===== src/rtl/pipeline_stall_controller.sv =====
// rtl/pipeline_stall_controller.sv - stall/flush sequencer for the 5-stage pipeline
module pipeline_stall_controller #(
    parameter int MEM_TIMEOUT = 16,
    parameter int CNT_W       = 32
) (
    input  logic             clk,
    input  logic             reset,
    input  logic             bubble,
    input  logic             redirect_x,
    input  logic             imem_ack,
    input  logic             dmem_req_m,
    input  logic             dmem_ack,
    input  logic             halt,
    input  logic             resume,
    output logic             en_pc,
    output logic             en_fd,
    output logic             en_dx,
    output logic             en_xm,
    output logic             en_mw,
    output logic             flush_fd,
    output logic             flush_dx,
    output logic             mem_err,
    output logic [1:0]       state_o,
    output logic [CNT_W-1:0] stall_cycles
);

    // Wide enough to hold MEM_TIMEOUT itself.
    localparam int TO_W = $clog2(MEM_TIMEOUT + 1);

    // Enable vectors, bit order {pc, fd, dx, xm, mw}.
    localparam logic [4:0] EN_ALL    = 5'b11111;
    localparam logic [4:0] EN_NONE   = 5'b00000;
    localparam logic [4:0] EN_BUBBLE = 5'b00111;
    localparam logic [4:0] EN_IWAIT  = 5'b01111;

    typedef enum logic [1:0] {
        RUN      = 2'd0,
        MEM_WAIT = 2'd1,
        HALTED   = 2'd2,
        ERROR    = 2'd3
    } state_t;

    state_t          state;
    state_t          state_next;
    logic [TO_W-1:0] wait_cnt;
    logic [TO_W-1:0] wait_cnt_next;
    logic            mem_err_next;

    logic [4:0]      flow_en;
    logic            flow_flush_fd;
    logic            flow_flush_dx;
    logic            flow_quiet;

    logic [4:0]      fsm_en;
    logic            fsm_flush_fd;
    logic            fsm_flush_dx;

    logic            mem_stall;
    logic            wait_expired;

    assign mem_stall    = dmem_req_m && !dmem_ack;
    assign wait_expired = (wait_cnt == TO_W'(MEM_TIMEOUT));
    assign state_o      = state;

    // Normal-flow pattern: redirect beats load-use bubble, which beats fetch wait.
    always_comb begin
        flow_en       = EN_ALL;
        flow_flush_fd = 1'b0;
        flow_flush_dx = 1'b0;
        flow_quiet    = 1'b0;
        if (redirect_x) begin
            flow_flush_fd = 1'b1;
            flow_flush_dx = 1'b1;
        end else if (bubble) begin
            flow_en       = EN_BUBBLE;
            flow_flush_dx = 1'b1;
        end else if (!imem_ack) begin
            flow_en       = EN_IWAIT;
            flow_flush_fd = 1'b1;
        end else begin
            flow_quiet    = 1'b1;
        end
    end

    // Next-state, watchdog and enable selection per controller state.
    always_comb begin
        state_next    = state;
        wait_cnt_next = wait_cnt;
        mem_err_next  = mem_err;
        fsm_en        = EN_NONE;
        fsm_flush_fd  = 1'b0;
        fsm_flush_dx  = 1'b0;
        case (state)
            RUN: begin
                if (mem_stall) begin
                    state_next    = MEM_WAIT;
                    wait_cnt_next = TO_W'(1);
                end else if (flow_quiet && halt) begin
                    // Halt only when nothing else needs the pipeline to move.
                    state_next = HALTED;
                end else begin
                    fsm_en       = flow_en;
                    fsm_flush_fd = flow_flush_fd;
                    fsm_flush_dx = flow_flush_dx;
                end
            end
            MEM_WAIT: begin
                if (dmem_ack) begin
                    // Completion cycle behaves like RUN; halt waits until then.
                    fsm_en        = flow_en;
                    fsm_flush_fd  = flow_flush_fd;
                    fsm_flush_dx  = flow_flush_dx;
                    state_next    = RUN;
                    wait_cnt_next = '0;
                end else if (wait_expired) begin
                    state_next   = ERROR;
                    mem_err_next = 1'b1;
                end else begin
                    wait_cnt_next = wait_cnt + TO_W'(1);
                end
            end
            HALTED: begin
                if (resume) begin
                    state_next = RUN;
                end
            end
            ERROR: begin
                state_next = ERROR;
            end
            default: begin
                state_next = RUN;
            end
        endcase
    end

    // Drive the pipeline controls; reset forces everything stalled and flushed.
    always_comb begin
        {en_pc, en_fd, en_dx, en_xm, en_mw} = fsm_en;
        flush_fd = fsm_flush_fd;
        flush_dx = fsm_flush_dx;
        if (reset) begin
            {en_pc, en_fd, en_dx, en_xm, en_mw} = EN_NONE;
            flush_fd = 1'b1;
            flush_dx = 1'b1;
        end
    end

    // Controller state, watchdog count and sticky memory error.
    always_ff @(posedge clk) begin
        if (reset) begin
            state    <= RUN;
            wait_cnt <= '0;
            mem_err  <= 1'b0;
        end else begin
            state    <= state_next;
            wait_cnt <= wait_cnt_next;
            mem_err  <= mem_err_next;
        end
    end

    // Saturating count of cycles in which the PC did not advance.
    always_ff @(posedge clk) begin
        if (reset) begin
            stall_cycles <= '0;
        end else if (!en_pc && (stall_cycles != {CNT_W{1'b1}})) begin
            stall_cycles <= stall_cycles + CNT_W'(1);
        end
    end

endmodule


===== config.mk =====
export PLATFORM = sky130hd
export DESIGN_NAME = pipeline_stall_controller
export DESIGN_NICKNAME = d
export VERILOG_FILES = /design/src/rtl/pipeline_stall_controller.sv
export SDC_FILE = /design/constraint.sdc
export NUM_CORES = 1
export LEC_CHECK = 0
export CORE_MARGIN = 2
export CORE_UTILIZATION = 45
export DETAILED_ROUTE_END_ITERATION = 6
export PLACE_DENSITY = 0.74
export SETUP_SLACK_MARGIN = 0.3
export SYNTH_ARGS = -nofsm -noshare
export SYNTH_HDL_FRONTEND = slang
export SYNTH_SLANG_ARGS = --single-unit
export TNS_END_PERCENT = 1

===== constraint.sdc =====
create_clock -name clk -period 6 [get_ports clk]
set_clock_uncertainty 0.15 [all_clocks]
set_input_delay 1.2 -clock clk [delete_from_list [all_inputs] [get_ports clk]]
set_output_delay 1.2 -clock clk [all_outputs]
set_load 0.01 [all_outputs]

==> flow_summary.rst, run 1 <==
.. list-table::
   :header-rows: 1

   * - Metric
     - Value
   * - Cell accounting for the most synthesized area
     - dfxtp_1
   * - Overall power of the completed layout
     - 0.534 mW
   * - Critical path class
     - in2out
   * - Critical Path Fanout Max
     - 8
   * - Net switching fraction of the power
     - 0.256
   * - NetSw
     - 0.137 mW
   * - Layout net count
     - 333
   * - Post-synthesis instance area
     - 2290 um^2
   * - First-iteration detailed-routing DRC count
     - 178
   * - Total CTS buffers
     - 5
   * - Post-layout min period
     - between 4 and 5 ns
   * - Count of flip-flops with a built-in enable after synthesis
     - 0
   * - Synth Register Bits
     - 40
   * - Final max-slew violation count
     - 0
   * - Worst Setup Slack post-DPL
     - 1.05 ns
   * - Post-Syn Instances
     - 282
   * - Sum of buffers and inverters on the critical path
     - 2
   * - Post-route DRC
     - 0
   * - Post-synthesis cell type count
     - 50
   * - Total Negative Setup Slacks
     - 0 ns
   * - Chip height
     - 75.4 um
   * - Reg2Reg Launch Point
     - state_o[1]
   * - Critical Path, Cell by Cell
     - clkdlybuf4s50_1 > nor2b_1 > o41a_1 > nor3_1 > a21boi_0 > clkdlybuf4s50_1
   * - Leakage power figure
     - 0.860 nW
   * - First-pass GRT wire length
     - 9320 um
   * - Period utilization
     - 0.823
   * - Most common cell after layout, fill and taps aside
     - clkdlybuf4s50_1
   * - Timing startpoint of the critical path
     - dmem_ack
   * - IO buf count
     - 50
   * - Flip-flop cell with the highest count after synthesis
     - dfxtp_1
   * - Number of max-cap violations
     - 0
   * - Most frequent cells in the layout
     - clkdlybuf4s50_1, dfxtp_1, a21oi_1
   * - Portion of synthesized cell area occupied by the leading cell type
     - 0.349
   * - Power Internal
     - 0.397 mW
   * - R2R cell count
     - 5
   * - Required time of the critical path
     - 4.65 ns
   * - Die area
     - roughly 5700 um^2
   * - Number of non-filler instances in the completed layout
     - 389
   * - Clock latency on the worst-skew pair
     - 0.30 ns
   * - Areal power density over the cells
     - 186 nW/um^2
   * - Post-route worst setup slack
     - 1.06 ns
   * - Avg Vias per Cell
     - 5.93
   * - Post-Route WL
     - 5650 um
   * - Cell count of the worst hold path
     - 2
   * - Highest-delay cell along the critical path
     - clkdlybuf4s50_1
   * - Crit path capture type
     - output pin
   * - Arrival time at the worst endpoint
     - 3.59 ns
   * - Worst path top cell family by delay
     - buffers and inverters
   * - Part of the total power dissipated in combinational logic
     - 0.130
   * - Area overhead of the layout relative to synthesis
     - 25.5%
   * - Fraction of the yosys area taken by sequential cells
     - 0.349
   * - Core region area
     - 4820 um^2
   * - Endpoints failing hold
     - 0
   * - Antenna fix cells
     - 0
   * - Endpoint of the lowest-slack register-to-register path
     - stall_cycles[29]
   * - CTS H-Tree Depth
     - 2
   * - Class of the tightest hold or removal check
     - reg2reg
   * - Vias
     - 2306
   * - Fmax
     - a little over 200 MHz
   * - Reg clk slew, reported paths
     - approximately 0.08 ns
   * - All-layer global routing usage
     - 0.213
   * - Crit path launch type
     - input port
   * - Placement row count
     - 25
   * - Antenna-violating nets left
     - 0
   * - Hold-fix buffer count after cts
     - 0
   * - Cell repeated most along the worst path
     - clkdlybuf4s50_1
   * - Yosys warnings
     - 0
   * - Pin count of the biggest net entering global routing
     - 46
   * - Outcome
     - finished clean
   * - Async set-or-reset flop fraction in the synthesized netlist
     - 0
   * - FF-to-FF setup slack
     - 3.34 ns
   * - Library cell used as clock root buffer
     - clkbuf_8
   * - First-pass detailed-route iteration total
     - 4
   * - Layout cells sized above 1
     - 0.0683
   * - Most area-consuming cells after synthesis
     - dfxtp_1, a21oi_1, o31ai_1
   * - RSZ-0062 raised after global routing
     - no
   * - DIE WIDTH
     - roughly 75 um
   * - Fraction of power consumed by the clock network
     - 0.349
   * - Effective utilization at floorplan
     - 0.476
   * - Post-synthesis average cell area
     - 8.13 um^2
   * - TritonCTS clock tree
     - yes
   * - Overflow left after global routing
     - 0
   * - Number of nets in the synthesized netlist
     - 294
   * - Gates resized, CTS repair
     - 0
   * - Average wire length per cell after detail routing
     - 14.5 um
   * - Number of primary I/O pins
     - 51
   * - Post-CTS setup repair buffer count
     - 0
   * - Headroom to the max-slew limit
     - 0.177
   * - CP peak stage delay
     - approximately 0.6 ns
   * - Antenna violations before repair
     - 0
   * - Transition time of the tightest slew-check pin
     - 1.22 ns
   * - Placed cells
     - 381
   * - Maximum buffer depth of the clock tree
     - 2
   * - Number of global-route vias before repair
     - 2005
   * - Final setup viols
     - 0
   * - Dpl hpwl
     - 3950 um
   * - CTS sink count
     - 40
   * - Sequential fraction of design power
     - 0.520
   * - Max VDD drop
     - slightly below 0.0001 V
   * - Endpoint of the most critical setup path
     - en_fd
   * - Number of stages on the worst setup path
     - 6
   * - Weighted congestion at the end of routability-driven global placement
     - 0.807
[registers in the layout, indices dropped and copies added, names as in the netlist]
| register | count |
|---|---|
| mem_err | 1 |
| stall_cycles | 32 |
| state_o | 2 |
| wait_cnt | 5 |
[per-stage QoR]
stage,hold slack [ns],cell area [um^2],util
2_1_floorplan,0.326,2290,-
3_3_place_gp,0.304,2790,0.578
3_5_place_dp,0.315,2790,0.578
4_1_cts,0.338,2880,0.597
5_1_grt,0.396,2880,0.597
6_report,0.338,2880,0.597
[layer usage]
layer | vias up | GRT usage | wire length [um]
li1 | 1147 | - | -
met1 | 1099 | 0.288 | 2660
met2 | 53 | 0.335 | 2630
met3 | 7 | 0.0397 | 273
met4 | 0 | 0.0897 | 79
met5 | - | 0 | 0
[synth_stat cells, drive strengths merged, types with 4 or more instances]
cell	count
o31ai	16
o21ai	19
nor2	19
a211oi	5
a21oi	32
dfxtp	40
nand2	11
or2	5
nand4	12
nor3	9
or3	13
nand3	6
inv	10
clkbuf	12
nor2b	5
nand2b	4
or4	14
buf	7
[power groups by stage]
stage	sequential (mW)	combinational, mW	clock, mW
final	0.278	0.0696	0.187
after global routing	0.279	0.0763	0.201
after CTS	0.278	0.0702	0.190
after detailed placement	0.284	0.0700	0
after global placement	0.284	0.0687	0
after floorplan	0.282	0.0419	0
[worst register-to-register path: cells and delay by family (launching register included)]
family	cells	cell delay, ns
simple gates	2	0.94
flops	1	0.58
compound gates	3	0.92
[kinds of logic after synthesis]
family / after synthesis / share of synthesized area
AO/OA/AOI/OAI: 87 / 0.241
XOR/XNOR: 3 / 0.0115
adder cells (fa/ha/maj): 3 / 0.0164
buffers and inverters: 29 / 0.0589
flip-flops: 40 / 0.349
multiplexers: 4 / 0.0191
AND/OR/NAND/NOR: 116 / 0.304
[worst min path at each step]
stage | from | endpoint
global route | stall_cycles[31] | stall_cycles[31]
CTS | mem_err | mem_err
global placement | mem_err | mem_err
finish | mem_err | mem_err
floorplan | wait_cnt[1] | wait_cnt[1]
detailed placement | mem_err | mem_err
[area by class of cell]
type | count | area (um^2)
flip-flops and latches | 40 | 801
well taps | 67 | 83.8
clock buffers | 8 | 90.1
fillers | 466 | 1940
inverters | 10 | 37.5
repair buffers | 51 | 508
multi-input cells | 213 | 1360
(Power assumes the default switching activity.)
==> run 2: changes to the inputs <==
clock period = 5 ns   (was 6 ns; I/O delays follow)
==> flow_summary.rst, run 2 (synthesis results as in run 1) <==
.. list-table::
   :header-rows: 1

   * - Metric
     - Value
   * - Cell repeated most along the worst path
     - clkdlybuf4s50_1
   * - Layout cells sized above 1
     - 0.0774
   * - Chip height
     - 75.4 um
   * - Core region area
     - 4820 um^2
   * - Antenna-violating nets left
     - 0
   * - Reg clk slew, reported paths
     - 0.08 ns
   * - Endpoints failing hold
     - 0
   * - Most frequent cells in the layout
     - clkdlybuf4s50_1, dfxtp_1, a21oi_1
   * - Crit path capture type
     - output pin
   * - Antenna fix cells
     - 0
   * - Arrival time at the worst endpoint
     - 3.31 ns
   * - RSZ-0062 raised after global routing
     - no
   * - Post-layout min period
     - 4.46 ns
   * - First-pass detailed-route iteration total
     - 4
   * - NetSw
     - 0.171 mW
   * - Number of global-route vias before repair
     - about 2000
   * - Hold-fix buffer count after cts
     - 0
   * - Max FFs per register
     - 32
   * - TritonCTS clock tree
     - yes
   * - Net switching fraction of the power
     - 0.250
   * - All-layer global routing usage
     - 0.203
   * - Library cell used as clock root buffer
     - clkbuf_8
   * - Worst hold slack across all endpoints
     - 0.329 ns
   * - Most common cell after layout, fill and taps aside
     - clkdlybuf4s50_1
   * - Average wire length per cell after detail routing
     - 14.0 um
   * - Effective utilization at floorplan
     - 0.476
   * - Maximum buffer depth of the clock tree
     - 2
   * - Critical Path, Cell by Cell
     - clkdlybuf4s50_1 > nor2b_1 > o41a_1 > nor3_1 > a21boi_0 > clkdlybuf4s50_1
   * - Final setup viols
     - 0
   * - Critical Path Fanout Max
     - 8
   * - Number of max-cap violations
     - 0
   * - Number of primary I/O pins
     - 51
   * - IO buf count
     - 50
   * - Crit path launch type
     - input port
   * - CTS H-Tree Depth
     - 2
   * - Leakage power figure
     - between 0.8 and 0.9 nW
   * - Area overhead of the layout relative to synthesis
     - 26.7%
   * - Weighted congestion at the end of routability-driven global placement
     - around 0.81
   * - Antenna violations before repair
     - 0
   * - Areal power density over the cells
     - 235 nW/um^2
   * - Largest register by flop count
     - stall_cycles
   * - Post-route DRC
     - 0
   * - Vias
     - 2305
   * - Fmax
     - 224 MHz
   * - Pin count of the biggest net entering global routing
     - 45
   * - Sequential fraction of design power
     - 0.488
   * - Placement row count
     - 25
   * - Transition time of the tightest slew-check pin
     - 1.03 ns
   * - Post-CTS setup repair buffer count
     - 0
   * - First-pass GRT wire length
     - 9110 um
   * - Fraction of power consumed by the clock network
     - 0.389
   * - Layout net count
     - 334
   * - DIE WIDTH
     - 75.4 um
   * - Count of fill cells added during filler insertion
     - 452
   * - Avg Vias per Cell
     - 5.91
   * - Dpl hpwl
     - 3760 um
   * - CP peak stage delay
     - about 0.60 ns
   * - Class of the tightest hold or removal check
     - reg2reg
   * - Critical path class
     - in2out
   * - Clock latency on the worst-skew pair
     - 0.29 ns
   * - Total CTS buffers
     - 5
   * - Final max-slew violation count
     - 0
   * - Die area
     - 5680 um^2
   * - First-iteration detailed-routing DRC count
     - 159
   * - CTS sink count
     - 40
   * - Gates resized, CTS repair
     - 0
   * - Max VDD drop
     - 0.000124 V
   * - Total Negative Setup Slacks
     - 0 ns
   * - Required time of the critical path
     - 3.85 ns
   * - Highest-delay cell along the critical path
     - clkdlybuf4s50_1
   * - Overflow left after global routing
     - 0
   * - Post-Route WL
     - between 5000 and 6000 um
   * - Headroom to the max-slew limit
     - 0.312
   * - Part of the total power dissipated in combinational logic
     - 0.122
   * - Period utilization
     - 0.892
   * - Outcome
     - finished clean
   * - Power Internal
     - between 0.5 and 0.6 mW
==> run 2: power by group through the flow <==
| stage | combinational, mW | clock, mW | sequential (mW) |
|---|---|---|---|
| 5_1_grt | 0.0917 | 0.284 | 0.335 |
| 4_1_cts | 0.0841 | 0.271 | 0.333 |
| 3_5_place_dp | 0.0838 | 0 | 0.341 |
| 2_1_floorplan | 0.0502 | 0 | 0.339 |
| 3_3_place_gp | 0.0831 | 0 | 0.341 |
| 6_report | 0.0836 | 0.266 | 0.333 |
==> run 2: routing by layer <==
metal / vias up / GRT usage / wire [um]
met5: - / 0 / 0
met4: 0 / 0.0604 / 64
met3: 7 / 0.0370 / 239
met2: 51 / 0.324 / 2560
met1: 1097 / 0.280 / 2610
li1: 1150 / - / -
==> run 2: area by class of cell <==
type	count	area [um^2]	share of cell area
clock buffers	5	68.8	0.0237
clock inverters	3	42.5	0.0146
inverters	10	37.5	0.0129
multi-input cells	213	1360	0.467
flip-flops and latches	40	801	0.276
well taps	67	83.8	0.0289
repair buffers	52	515	0.177
==> run 2: path summary, 6_finish.rpt <==
check | from | endpoint | slack, ns | depth (start not counted)
worst max register to register | state_o[1] | stall_cycles[29] | 2.32 | 5
worst max-delay path | dmem_ack | en_fd | 0.54 | 6
worst min-delay path | mem_err | mem_err | 0.33 | 2
worst min register to register | mem_err | mem_err | 0.33 | 2
==> run 2: critical path: cells and delay by family <==
kind / cells / cell delay, ns
AOI/OAI and AO/OA: 2 / 0.72
and+or+nand+nor: 2 / 0.44
buffers and inverters: 2 / 1.15
==> run 2: stage by stage <==
step / setup WS [ns] / power, mW / std cells / cell area, um^2 / utilization
detailed placement: 0.508 / 0.425 / 382 / 2790 / 0.580
global route: 0.362 / 0.710 / 390 / 2910 / 0.603
CTS: 0.519 / 0.689 / 390 / 2910 / 0.603
finish: 0.540 / 0.683 / 390 / 2910 / 0.603
floorplan: 1.47 / 0.389 / 282 / 2290 / -
global placement: 0.571 / 0.424 / 382 / 2790 / 0.580
==> run 3: changes to the inputs <==
CAP_MARGIN = 30   (was unset)
==> results of run 3 <==
The final DEF is identical to that of run 2; final timing and power are the same.
